File: src/rtl/uart_pkg.sv
// Shared UART receiver definitions: parity modes, receiver FSM states and
// the sizing rule for the per-bit cycle counter.
package uart_pkg;

    localparam int PAR_NONE = 0;
    localparam int PAR_ODD  = 1;
    localparam int PAR_EVEN = 2;

    typedef enum logic [2:0] {
        ST_IDLE,
        ST_START,
        ST_DATA,
        ST_PARITY,
        ST_STOP
    } rx_state_t;

    // Bits needed to count 0 .. CLK_HZ/BIT_RATE-1.
    function automatic int cycle_cnt_width(input int clk_hz, input int bit_rate);
        int w;
        w = $clog2(clk_hz / bit_rate);
        return (w < 1) ? 1 : w;
    endfunction

endpackage

File: src/rtl/uart_rx_sfifo.sv
// Generic synchronous FIFO; DEPTH must be a power of two so the pointers
// wrap naturally. A pop on a full FIFO makes room for a same-cycle push.
module uart_rx_sfifo #(
    parameter int WIDTH = 8,
    parameter int DEPTH = 4
) (
    input  logic                     clk,
    input  logic                     reset,
    input  logic                     push,
    input  logic                     pop,
    input  logic [WIDTH-1:0]         wdata,
    output logic [WIDTH-1:0]         rdata,
    output logic                     full,
    output logic                     empty,
    output logic [$clog2(DEPTH):0]   level
);
    localparam int AW = $clog2(DEPTH);

    logic [WIDTH-1:0] mem [DEPTH];
    logic [AW-1:0]    wptr;
    logic [AW-1:0]    rptr;
    logic             do_push;
    logic             do_pop;

    assign do_pop  = pop && !empty;
    assign do_push = push && (!full || do_pop);
    assign empty   = (level == '0);
    assign full    = (level == (AW + 1)'(DEPTH));
    assign rdata   = empty ? '0 : mem[rptr];

    always_ff @(posedge clk or posedge reset) begin
        if (reset) begin
            wptr  <= '0;
            rptr  <= '0;
            level <= '0;
        end else begin
            if (do_push) wptr <= wptr + 1'b1;
            if (do_pop)  rptr <= rptr + 1'b1;
            case ({do_push, do_pop})
                2'b10:   level <= level + 1'b1;
                2'b01:   level <= level - 1'b1;
                default: ;
            endcase
        end
    end

    // NOTE: storage is not reset; pointers and level alone define which entries are valid.
    always_ff @(posedge clk) begin
        if (do_push) mem[wptr] <= wdata;
    end

endmodule

File: src/rtl/uart_rx_fifo.sv
// UART receiver with start-bit validation, parity/framing/break detection and
// a receive FIFO. Define UART_RX_TIMEOUT_EN to enable the idle-gap pulse.
module uart_rx_fifo
    import uart_pkg::*;
#(
    parameter int CLK_HZ       = 48000000,
    parameter int BIT_RATE     = 9600,
    parameter int PAYLOAD_BITS = 8,
    parameter int PARITY       = 0,
    parameter int STOP_BITS    = 1,
    parameter int FIFO_DEPTH   = 4
) (
    input  logic                          clk,
    input  logic                          reset,
    input  logic                          uart_rxd,
    input  logic                          uart_rx_en,
    input  logic                          rd_en,
    output logic                          rd_valid,
    output logic [PAYLOAD_BITS-1:0]       rd_data,
    output logic [$clog2(FIFO_DEPTH):0]   fifo_level,
    output logic                          uart_rx_break,
    output logic                          parity_err,
    output logic                          frame_err,
    output logic                          overflow,
    output logic                          uart_rx_idle
);
    localparam int            CPB       = CLK_HZ / BIT_RATE;
    localparam int            CW        = cycle_cnt_width(CLK_HZ, BIT_RATE);
    localparam logic [CW-1:0] BIT_LAST  = CW'(CPB - 1);
    localparam logic [CW-1:0] HALF_LAST = CW'(CPB / 2 - 1);
    localparam logic [3:0]    DATA_LAST = 4'(PAYLOAD_BITS - 1);
    localparam logic [3:0]    STOP_LAST = 4'(STOP_BITS - 1);

    rx_state_t               state;
    logic [CW-1:0]           cycle_cnt;
    logic [3:0]              bit_cnt;
    logic [PAYLOAD_BITS-1:0] shreg;
    logic                    par_bit;
    logic                    stop_low;
    logic                    frame_done;
    logic                    rxd_meta, line, line_prev, line_fall;
    logic                    fifo_full, fifo_empty, pop, push;
    logic                    payload_zero, par_bad, word_ok;

    // Synchroniser flops reset to the idle-high level so reset never looks like a start edge.
    always_ff @(posedge clk or posedge reset) begin
        if (reset) begin
            rxd_meta  <= 1'b1;
            line      <= 1'b1;
            line_prev <= 1'b1;
        end else begin
            rxd_meta  <= uart_rxd;
            line      <= rxd_meta;
            line_prev <= line;
        end
    end

    assign line_fall = line_prev && !line;

    always_ff @(posedge clk or posedge reset) begin
        if (reset) begin
            state      <= ST_IDLE;
            cycle_cnt  <= '0;
            bit_cnt    <= '0;
            shreg      <= '0;
            par_bit    <= 1'b0;
            stop_low   <= 1'b0;
            frame_done <= 1'b0;
        end else begin
            frame_done <= 1'b0;
            if (!uart_rx_en) begin
                state     <= ST_IDLE;
                cycle_cnt <= '0;
                bit_cnt   <= '0;
            end else begin
                case (state)
                    ST_IDLE: begin
                        if (line_fall) begin
                            state     <= ST_START;
                            cycle_cnt <= '0;
                        end
                    end
                    ST_START: begin
                        if (cycle_cnt == HALF_LAST) begin
                            cycle_cnt <= '0;
                            bit_cnt   <= '0;
                            state     <= line ? ST_IDLE : ST_DATA;
                        end else cycle_cnt <= cycle_cnt + 1'b1;
                    end
                    ST_DATA: begin
                        if (cycle_cnt == BIT_LAST) begin
                            cycle_cnt <= '0;
                            shreg     <= {line, shreg[PAYLOAD_BITS-1:1]};
                            if (bit_cnt == DATA_LAST) begin
                                bit_cnt  <= '0;
                                stop_low <= 1'b0;
                                state    <= (PARITY != PAR_NONE) ? ST_PARITY : ST_STOP;
                            end else bit_cnt <= bit_cnt + 1'b1;
                        end else cycle_cnt <= cycle_cnt + 1'b1;
                    end
                    ST_PARITY: begin
                        if (cycle_cnt == BIT_LAST) begin
                            cycle_cnt <= '0;
                            par_bit   <= line;
                            state     <= ST_STOP;
                        end else cycle_cnt <= cycle_cnt + 1'b1;
                    end
                    ST_STOP: begin
                        if (cycle_cnt == BIT_LAST) begin
                            cycle_cnt <= '0;
                            stop_low  <= stop_low || !line;
                            if (bit_cnt == STOP_LAST) begin
                                bit_cnt    <= '0;
                                frame_done <= 1'b1;
                                state      <= ST_IDLE;
                            end else bit_cnt <= bit_cnt + 1'b1;
                        end else cycle_cnt <= cycle_cnt + 1'b1;
                    end
                    default: state <= ST_IDLE;
                endcase
            end
        end
    end

    // Completion outcome: break, framing, parity, overflow, push -- first match wins.
    assign payload_zero = (shreg == '0);
    assign par_bad      = (PARITY != PAR_NONE) &&
                          (par_bit != ((PARITY == PAR_EVEN) ? ^shreg : ~^shreg));
    assign word_ok      = frame_done && !stop_low && !par_bad;
    assign pop          = rd_en && rd_valid;
    assign push         = word_ok && (!fifo_full || pop);
    assign rd_valid     = !fifo_empty;

    always_ff @(posedge clk or posedge reset) begin
        if (reset) begin
            uart_rx_break <= 1'b0;
            frame_err     <= 1'b0;
            parity_err    <= 1'b0;
            overflow      <= 1'b0;
        end else begin
            uart_rx_break <= frame_done && stop_low && payload_zero;
            frame_err     <= frame_done && stop_low && !payload_zero;
            parity_err    <= frame_done && !stop_low && par_bad;
            overflow      <= word_ok && fifo_full && !pop;
        end
    end

    uart_rx_sfifo #(
        .WIDTH (PAYLOAD_BITS),
        .DEPTH (FIFO_DEPTH)
    ) u_fifo (
        .clk   (clk),
        .reset (reset),
        .push  (push),
        .pop   (pop),
        .wdata (shreg),
        .rdata (rd_data),
        .full  (fifo_full),
        .empty (fifo_empty),
        .level (fifo_level)
    );

`ifdef UART_RX_TIMEOUT_EN
    logic [CW-1:0] idle_cyc;
    logic [15:0]   idle_bits;
    logic          idle_fired;
    logic          idle_clr;
    logic          idle_run;

    assign idle_clr = ((state == ST_IDLE) && line_fall) || pop || !uart_rx_en;
    assign idle_run = (state == ST_IDLE) && line && !fifo_empty;

    // Counts whole bit periods of idle line with data waiting; fires once per gap.
    always_ff @(posedge clk or posedge reset) begin
        if (reset) begin
            idle_cyc     <= '0;
            idle_bits    <= '0;
            idle_fired   <= 1'b0;
            uart_rx_idle <= 1'b0;
        end else begin
            uart_rx_idle <= 1'b0;
            if (idle_clr) begin
                idle_cyc   <= '0;
                idle_bits  <= '0;
                idle_fired <= 1'b0;
            end else if (idle_run) begin
                if (idle_cyc == BIT_LAST) begin
                    idle_cyc <= '0;
                    if (idle_bits != '1) idle_bits <= idle_bits + 1'b1;
                end else idle_cyc <= idle_cyc + 1'b1;
                if (idle_bits == 16'd4 && !idle_fired) begin
                    uart_rx_idle <= 1'b1;
                    idle_fired   <= 1'b1;
                end
            end
        end
    end
`else
    assign uart_rx_idle = 1'b0;
`endif

endmodule
File: config.mk
export PLATFORM = sky130hd
export DESIGN_NAME = uart_rx_fifo
export DESIGN_NICKNAME = d
export VERILOG_FILES = /design/src/rtl/uart_pkg.sv /design/src/rtl/uart_rx_sfifo.sv /design/src/rtl/uart_rx_fifo.sv
export SDC_FILE = /design/constraint.sdc
export NUM_CORES = 1
export LEC_CHECK = 0
export BUFFER_PORTS_ARGS = -buffer_cell sky130_fd_sc_hd__buf_2
export CAP_MARGIN = 10
export CORE_MARGIN = 2
export CORE_UTILIZATION = 63
export CTS_BUF_LIST = sky130_fd_sc_hd__clkbuf_2 sky130_fd_sc_hd__clkbuf_4 sky130_fd_sc_hd__clkbuf_8
export DETAILED_ROUTE_END_ITERATION = 10
export PLACE_DENSITY = 0.82
export SKIP_CTS_REPAIR_TIMING = 1
export SYNTH_ARGS = -nofsm -noshare
export SYNTH_HDL_FRONTEND = slang
export SYNTH_SLANG_ARGS = --single-unit
File: constraint.sdc
create_clock -name clk -period 2.8 [get_ports clk]
set_input_delay 0.7 -clock clk [delete_from_list [all_inputs] [get_ports clk]]
set_output_delay 0.7 -clock clk [all_outputs]
set_load 0.005 [all_outputs]
==> impl_metrics.json, run 1 <==
{
  "drive_gt1_share_pct": 21.8,
  "peakVddDrop_v": 0.000511,
  "nNetsFinal": 321,
  "cp-end-kind": "output port",
  "yosysUniqueCellTypes": 59,
  "worst_setup_path_start_kind": "flop",
  "synth-compound-area-share_pct": 9.48,
  "die-area_um2": 6300,
  "rows": 27,
  "fin_ws_ns": 0.200,
  "hold_viol": 0,
  "syn_to_final_growth_pct": 9.72,
  "synth_warnings": 0,
  "hpwl_um": 4190,
  "worst-setup-path-type": "flop to output port",
  "die_w_um": 79.4,
  "grt_pass1_wl_um": 10000,
  "grt_pass1_vias": 2138,
  "ant_nets": 0,
  "seqPwrFrac_pct": 50.7,
  "drt-total-wl_um": 5990,
  "max_cap_violations": 0,
  "max_slew_margin_pct": 63.6,
  "synth_top_family_by_area": "simple AND/OR/NAND/NOR gates",
  "switching_share_pct": 30.2,
  "timing.fmax_mhz": 385,
  "rsz0062_at_grt": "no",
  "cts_buffer_depth": 2,
  "post-route-period-util_pct": 92.9,
  "antenna_found_initial": 0,
  "fin_tns_setup_ns": 0,
  "start_util_pct": 65.0,
  "wire_per_inst_um": 15.6,
  "critPathMaxFanout": 9,
  "grt_max_degree": 24,
  "post-route-min-period_ns": 2.60,
  "synth.largest_area_cell": "dfrtp_1",
  "power_frac_clock_pct": 29.8,
  "synth_area_leaders": "dfrtp_1 28%, edfxtp_1 27%, mux4_2 5.0%",
  "synth-adder-area-share_pct": 3.36,
  "synth_xor_area_share_pct": 1.47,
  "path_clk_slew_ns": 0.08,
  "synth_seq_cells": 75,
  "fin_skew_ns": 0.00801,
  "worst_slew_pin_slew_ns": 0.546,
  "vias": 2216,
  "grt_usage_pct": 21.1,
  "clock_latency_ns": 0.34,
  "hold_ws_ns": 0.258,
  "arrival_ns": 1.90,
  "p_leak_nw": 1.71,
  "startpoint": "u_fifo.rptr[0]",
  "r2r_start": "u_fifo.level[0]",
  "pre_cts_slack_ns": 0.137,
  "drc": 0,
  "power_density_nw_per_um2": 698,
  "routabilityCongestion": 0.759,
  "dieHeight_um": 79.4,
  "p_switching_mw": 0.827,
  "htreeDepth": 3,
  "firstDrtPassIters": 4,
  "cts_buffers": 9,
  "syn-mean-instance-area_um2": 12.6,
  "ios": 22,
  "total_power_mw": 2.74,
  "async_reset_ff_share_pct": 57.3,
  "synth_edf_count": 32,
  "synth_top_area_share_pct": 28.0,
  "syn_area_um2": 3580,
  "drtIter0Drc": 101,
  "yosysMostFrequentCell": "dfrtp_1",
  "hp-class": "input port to asynchronous set/reset pin",
  "core_area_um2": 5510,
  "p_int_mw": 1.91,
  "cts_root_buf": "clkbuf_8",
  "yosysSeqAreaShare_pct": 57.0,
  "cts_tree": "yes",
  "ys.flop_type": "dfrtp_1",
  "cts.sinks": 75,
  "synthMuxAreaShare_pct": 8.74,
  "pwr-share-comb_pct": 19.5,
  "status": "finished, final reports clean",
  "synth_commonest_cells": "40 x dfrtp_1, 32 x edfxtp_1, 20 x nand2_1, 16 x and2_1, 15 x inv_1",
  "syn_inst": 284,
  "portBuffers": 19,
  "slew_viol_final": 0,
  "setup_viol": 0,
  "diodes": 0,
  "gr-total-overflow": 0,
  "vias_per_cell": 5.77,
  "r2r.worst_path.cells": 9,
  "cp.required_ns": 2.10,
  "yosys.area_share.simple_pct": 15.6
}
==> flip-flops by register name, indices dropped and copies added (netlist names), 2 cells and up <==
name,flops
state,3
u_fifo.mem,32
cycle_cnt,13
bit_cnt,4
u_fifo.level,3
u_fifo.wptr,2
shreg,8
u_fifo.rptr,2
==> routing by layer <==
| layer | global-route usage [%] | vias to the layer above | part of all wire (%) |
|---|---|---|---|
| li1 | - | 1088 | - |
| met1 | 27.2 | 1080 | 46 |
| met2 | 35.0 | 41 | 50 |
| met3 | 5.11 | 7 | 3.1 |
| met4 | 8.10 | 0 | 0.79 |
| met5 | 0 | - | 0 |
==> stage by stage <==
stage / instance area (um^2) / std cells / util (%)
after floorplan: 3580 / 285 / -
after global placement: 3730 / 368 / 67.7
after detailed placement: 3730 / 368 / 67.7
after CTS: 3930 / 384 / 71.3
after global routing: 3930 / 384 / 71.3
final: 3930 / 384 / 71.3
==> final timing paths <==
kind,endpoint,slack [ns]
max in group asynchronous,line_prev,1.97
hold / removal,shreg[3],0.26
hold reg to reg,line,0.36
setup / recovery,rd_data[6],0.20
min in group clk,line,0.36
setup reg to reg,u_fifo.level[2],0.43
==> area by class of cell <==
cell class / instances / area, um^2
clock buffer: 11 / 145
clock inverter: 5 / 53.8
fill: 370 / 1580
inverter: 15 / 56.3
multi-input combinational: 180 / 1390
sequential: 75 / 2040
tap: 72 / 90.1
timing repair buffer: 26 / 148
==> cells in the final DEF (no fill, tap or decap), types with 3 or more instances in the layout <==
cell type  synthesis  final
dfrtp_1           40     40
clkbuf_8           0     10
nand2b_1           3      3
ha_1               8      8
mux4_2             8      8
a41oi_1            3      3
nand3_1            9      9
nor4_1             3      3
mux2_2             8      8
edfxtp_1          32     32
xor2_1             3      3
nor3b_1            5      5
xnor2_1            3      3
nor3_1             4      4
a31oi_1           10     10
o21ai_0           11     11
o211ai_1           3      3
buf_2              5     19
buf_4              4      7
nor2_1            10     10
nor2b_1            3      3
and2_1            16     16
dfstp_2            3      3
nand2_1           20     20
a21oi_1            7      7
inv_1             15     14
o21ai_1            3      3
==> worst max-delay path: stages (launching register included) <==
cell and delay, ns:
dfrtp_1 0.69, mux4_2 0.58, and2_1 0.17, buf_2 0.12
==> kinds of logic after synthesis <==
kind of cell | after synthesis
and+or+nand+nor | 92
DFF | 75
AOI/OAI and AO/OA | 51
buffers and inverters | 30
muxes | 20
adders and majority gates | 9
xor gates and xnor gates | 6
other | 1
==> power groups by stage <==
| stage | logic [mW] | clock network (mW) | registers (mW) |
|---|---|---|---|
| after floorplan | 0.513 | 0 | 1.30 |
| after global placement | 0.511 | 0 | 1.41 |
| after detailed placement | 0.532 | 0 | 1.41 |
| after CTS | 0.534 | 0.838 | 1.39 |
| after global routing | 0.598 | 0.882 | 1.41 |
| final | 0.534 | 0.818 | 1.39 |
Note: power is estimated with default switching activity, not from simulation.
==> inputs of run 2 (changes only) <==
- CORE_ASPECT_RATIO: unset -> 0.6
- CORE_MARGIN: 2 -> 4
- CORE_UTILIZATION: 63 -> 35
- PLACE_DENSITY: 0.82 -> unset
==> run 2 against run 1 <==
Die area up 90%. Worst setup slack better by 0.11 ns. Flip-flop and latch count unchanged. Global-route usage down 8.5 points. Critical path depth rose by 1. Utilization decreased by 31 points. Combinational power rose by 10%.
==> impl_metrics.json, run 2 (synthesized netlist as in run 1, its figures left out) <==
{
  "clock_latency_ns": 0.35,
  "rsz0062_at_grt": "no",
  "grt_max_degree": 44,
  "grt_usage_pct": 12.6,
  "drive_gt1_share_pct": 22.1,
  "die_w_um": 139,
  "mostFrequentLayoutCells": "40 x dfrtp_1, 32 x edfxtp_1, 20 x nand2_1",
  "timing.fmax_mhz": 401,
  "hp-class": "flop to flop",
  "drtIter0Drc": 135,
  "worst-setup-path-type": "flop to output port",
  "setup_viol": 0,
  "hold_viol": 0,
  "arrival_ns": 1.79,
  "fillers": 937,
  "antenna_found_initial": 0,
  "grt_pass1_wl_um": 11700,
  "cpLargestDelayFamily": "multiplexers",
  "fin_util_pct": 40.6,
  "post-route-period-util_pct": 89.0,
  "critPathMaxFanout": 8,
  "rows": 28,
  "fin_tns_setup_ns": 0,
  "largest_reg_flops": 32,
  "drc": 0,
  "final_common_cell": "dfrtp_1",
  "cts_buffers": 9,
  "cts_buffer_depth": 2,
  "dieHeight_um": 86.3,
  "worst_setup_path_start_kind": "flop",
  "syn_to_final_growth_pct": 12.6,
  "core_area_um2": 9910,
  "vias": 2264,
  "grt_pass1_vias": 2176,
  "ios": 22,
  "vias_per_cell": 5.06,
  "diodes": 0,
  "reg_top3": "u_fifo.mem x32, cycle_cnt x13, shreg x8",
  "total_power_mw": 2.87,
  "drt-total-wl_um": 6850,
  "crit_chain": "buf_4 > mux4_2 > and2_1 > buf_2",
  "p_leak_nw": 1.72,
  "gr-total-overflow": 0,
  "cp.required_ns": 2.10,
  "peakVddDrop_v": 0.000418,
  "htreeDepth": 3,
  "path_clk_slew_ns": 0.08,
  "cp-end-kind": "output port",
  "cpPeakStageDelay_ns": 0.54,
  "wire_per_inst_um": 15.3,
  "post-route-min-period_ns": 2.49,
  "largest_register": "u_fifo.mem",
  "fin_skew_ns": 0.00941,
  "dp_cells": 431,
  "firstDrtPassIters": 4,
  "ant_nets": 0,
  "portBuffers": 19,
  "max_cap_violations": 0,
  "routabilityCongestion": 0.792,
  "start_util_pct": 36.1,
  "slowest_stage": "mux4_2",
  "nNetsFinal": 321,
  "critPathBufInv": 2,
  "die-area_um2": 12000,
  "power_density_nw_per_um2": 713,
  "slew_viol_final": 0,
  "worst_slew_pin_slew_ns": 0.560,
  "cts_tree": "yes",
  "max_slew_margin_pct": 62.7,
  "layout.cells.non_filler": 447,
  "status": "finished, final reports clean",
  "cts_root_buf": "clkbuf_8",
  "hpwl_um": 4700,
  "cts.sinks": 75
}
[run 2: cell count changes in the layout (fill, tap and decap cells not counted), sizes merged]
cell      change
clkbuf        -1
clkinvlp      +2
clkinv        -2
bufinv        +1
[run 2: worst paths after layout]
check                                      from         endpoint  slack, ns  cells past startpoint
worst max-delay path             u_fifo.rptr[0]       rd_data[6]       0.31                      4
min in group asynchronous                 reset         stop_low       0.48                      3
max in group asynchronous                 reset         shreg[3]       1.94                      3
worst min-delay path                   rxd_meta             line       0.36                      0
worst max register to register  u_fifo.level[0]  u_fifo.level[2]       0.51                      9
worst min register to register         rxd_meta             line       0.36                      0
[run 2: layout make-up]
| cell class | instances | area (um^2) | share of cell area (%) |
|---|---|---|---|
| flip-flops and latches | 75 | 2040 | 50.7 |
| repair buffers | 26 | 148 | 3.67 |
| clock inverters | 6 | 90.1 | 2.24 |
| well taps | 135 | 169 | 4.20 |
| clock buffers | 10 | 131 | 3.26 |
| inverters | 15 | 56.3 | 1.40 |
| multi-input cells | 180 | 1390 | 34.6 |
[run 2: layer usage]
layer  global-route usage [%]  share of wire (%)
met5                        0                  0
met2                     17.2                 41
met1                     18.9                 53
met4                     4.22                1.2
met3                     4.08                4.3
[run 2: where the power goes]
| part | switching (mW) | internal, mW | leakage (nW) |
|---|---|---|---|
| clock | 0.411 | 0.511 | 0.0982 |
| combinational | 0.321 | 0.267 | 0.682 |
| sequential | 0.144 | 1.22 | 0.936 |
| total | 0.875 | 2.00 | 1.72 |
[run 2: metrics by stage]
step	setup WS, ns	hold slack (ns)	area, um^2
floorplan	0.210	0.345	3580
global placement	0.227	0.346	3800
detailed placement	0.194	0.349	3800
CTS	0.268	0.361	4030
global route	0.185	0.365	4030
finish	0.309	0.360	4030
==> inputs of run 3 (changes only) <==
- GPL_TIMING_DRIVEN: unset -> 0
==> run 3 against run 2 <==
First-iteration DRC count is 82% higher. Clock skew is 0.0017 ns lower. Register-to-register slack worse by 0.28 ns. Worst setup slack worse by 0.11 ns. Via count is 0.97% higher. Total power is 0.60% lower. Clock power is 5.0% lower. Worst hold slack worse by 0.037 ns. Utilization is 0.45 points higher. Combinational power is 15% higher. Critical path depth stayed put. Global-route usage is 0.19 points lower. Critical path type unchanged.
==> impl_metrics.json, run 3 (synthesized netlist as in run 1, its figures left out) <==
{
  "routabilityCongestion": 0.825,
  "post-route-period-util_pct": 92.8,
  "fillers": 912,
  "hold_viol": 0,
  "largest_reg_flops": 32,
  "htreeDepth": 3,
  "gr-total-overflow": 0,
  "arrival_ns": 1.90,
  "drt-total-wl_um": 6930,
  "rows": 28,
  "hold_ws_ns": 0.323,
  "mostFrequentLayoutCells": "40 x dfrtp_1, 32 x edfxtp_1, 24 x buf_2",
  "ant_nets": 0,
  "power_density_nw_per_um2": 701,
  "dp_cells": 440,
  "rsz0062_at_grt": "no",
  "vias_per_cell": 5.01,
  "seqCellArea_um2": 2040,
  "vias": 2286,
  "die_w_um": 139,
  "p_leak_nw": 1.76,
  "worst-setup-path-type": "flop to output port",
  "drive_gt1_share_pct": 23.4,
  "fin_tns_setup_ns": 0,
  "r2r.worst_path.cells": 10,
  "ios": 22,
  "path_clk_slew_ns": 0.09,
  "portBuffers": 19,
  "cts.sinks": 75,
  "drc": 0,
  "grt_pass1_vias": 2178,
  "cp.required_ns": 2.10,
  "die-area_um2": 12000,
  "fin_skew_ns": 0.00767,
  "firstDrtPassIters": 4,
  "critPathMaxFanout": 9,
  "grt_pass1_wl_um": 11600,
  "start_util_pct": 36.1,
  "diodes": 0,
  "final_common_cell": "dfrtp_1",
  "cts_buffers": 9,
  "antenna_found_initial": 0,
  "syn_to_final_growth_pct": 13.8,
  "grt_max_degree": 28,
  "setup_viol": 0,
  "max_cap_violations": 0,
  "nNetsFinal": 330,
  "slew_viol_final": 0,
  "peakVddDrop_v": 0.000354,
  "cp-end-kind": "output port",
  "cts_buffer_depth": 2,
  "drtIter0Drc": 246,
  "cts_root_buf": "clkbuf_8",
  "hpwl_um": 4730,
  "timing.fmax_mhz": 385,
  "worst_slew_pin_slew_ns": 0.652,
  "reg_top3": "u_fifo.mem x32, cycle_cnt x13, shreg x8",
  "layout.cells.non_filler": 456,
  "wire_per_inst_um": 15.2,
  "grt_usage_pct": 12.4,
  "worst_setup_path_start_kind": "flop",
  "hp-class": "input port to asynchronous set/reset pin",
  "multiInputGateArea_um2": 1390,
  "largest_register": "u_fifo.mem",
  "status": "finished, final reports clean",
  "max_slew_margin_pct": 56.5,
  "core_area_um2": 9910,
  "dieHeight_um": 86.3,
  "clock_latency_ns": 0.36,
  "post-route-min-period_ns": 2.60,
  "cts_tree": "yes"
}
run 3: cell type report:
type / count / share of cell area, %
Multi-Input combinational cell: 180 / 34.2
Tap cell: 135 / 4.15
Buffer: 15 / 2.27
Clock inverter: 7 / 2.03
Clock buffer: 9 / 3.04
Timing Repair Buffer: 20 / 2.83
Sequential cell: 75 / 50.1
Inverter: 15 / 1.38
run 3: routing by layer:
metal  GRT usage [%]  wire [um]
met1            18.6       3750
met5               0          0
met2            17.0       2790
met3            3.25        273
met4            5.11        116
run 3: stage by stage:
stage / setup slack [ns] / power, mW / area [um^2] / util [%]
after global placement: -0.0583 / 1.99 / 3840 / 38.8
final: 0.202 / 2.85 / 4070 / 41.1
after global routing: 0.0715 / 3.04 / 4070 / 41.1
after floorplan: 0.210 / 1.82 / 3580 / -
after CTS: 0.164 / 2.89 / 4070 / 41.1
after detailed placement: -0.115 / 2.00 / 3860 / 39.0
run 3: power by group:
group | switching (mW) | internal (mW)
logic | 0.396 | 0.283
clock network | 0.450 | 0.427
registers | 0.0802 | 1.22
total | 0.926 | 1.93
run 3: worst max-delay path, stage by stage, from the launching register on:
cell and delay, ns:
dfrtp_1 0.33, clkbuf_1 0.50, mux4_2 0.42, and2_1 0.17
buf_2 0.12
run 3: path summary, 6_finish.rpt:
| path | from | end | slack [ns] |
|---|---|---|---|
| hold / removal | reset | cycle_cnt[5] | 0.32 |
| hold reg to reg | rxd_meta | line | 0.36 |
| min in group clk | rxd_meta | line | 0.36 |
| setup reg to reg | u_fifo.level[0] | u_fifo.level[2] | 0.23 |
| setup / recovery | u_fifo.rptr[1] | rd_data[6] | 0.20 |
| max in group asynchronous | reset | line_prev | 1.93 |
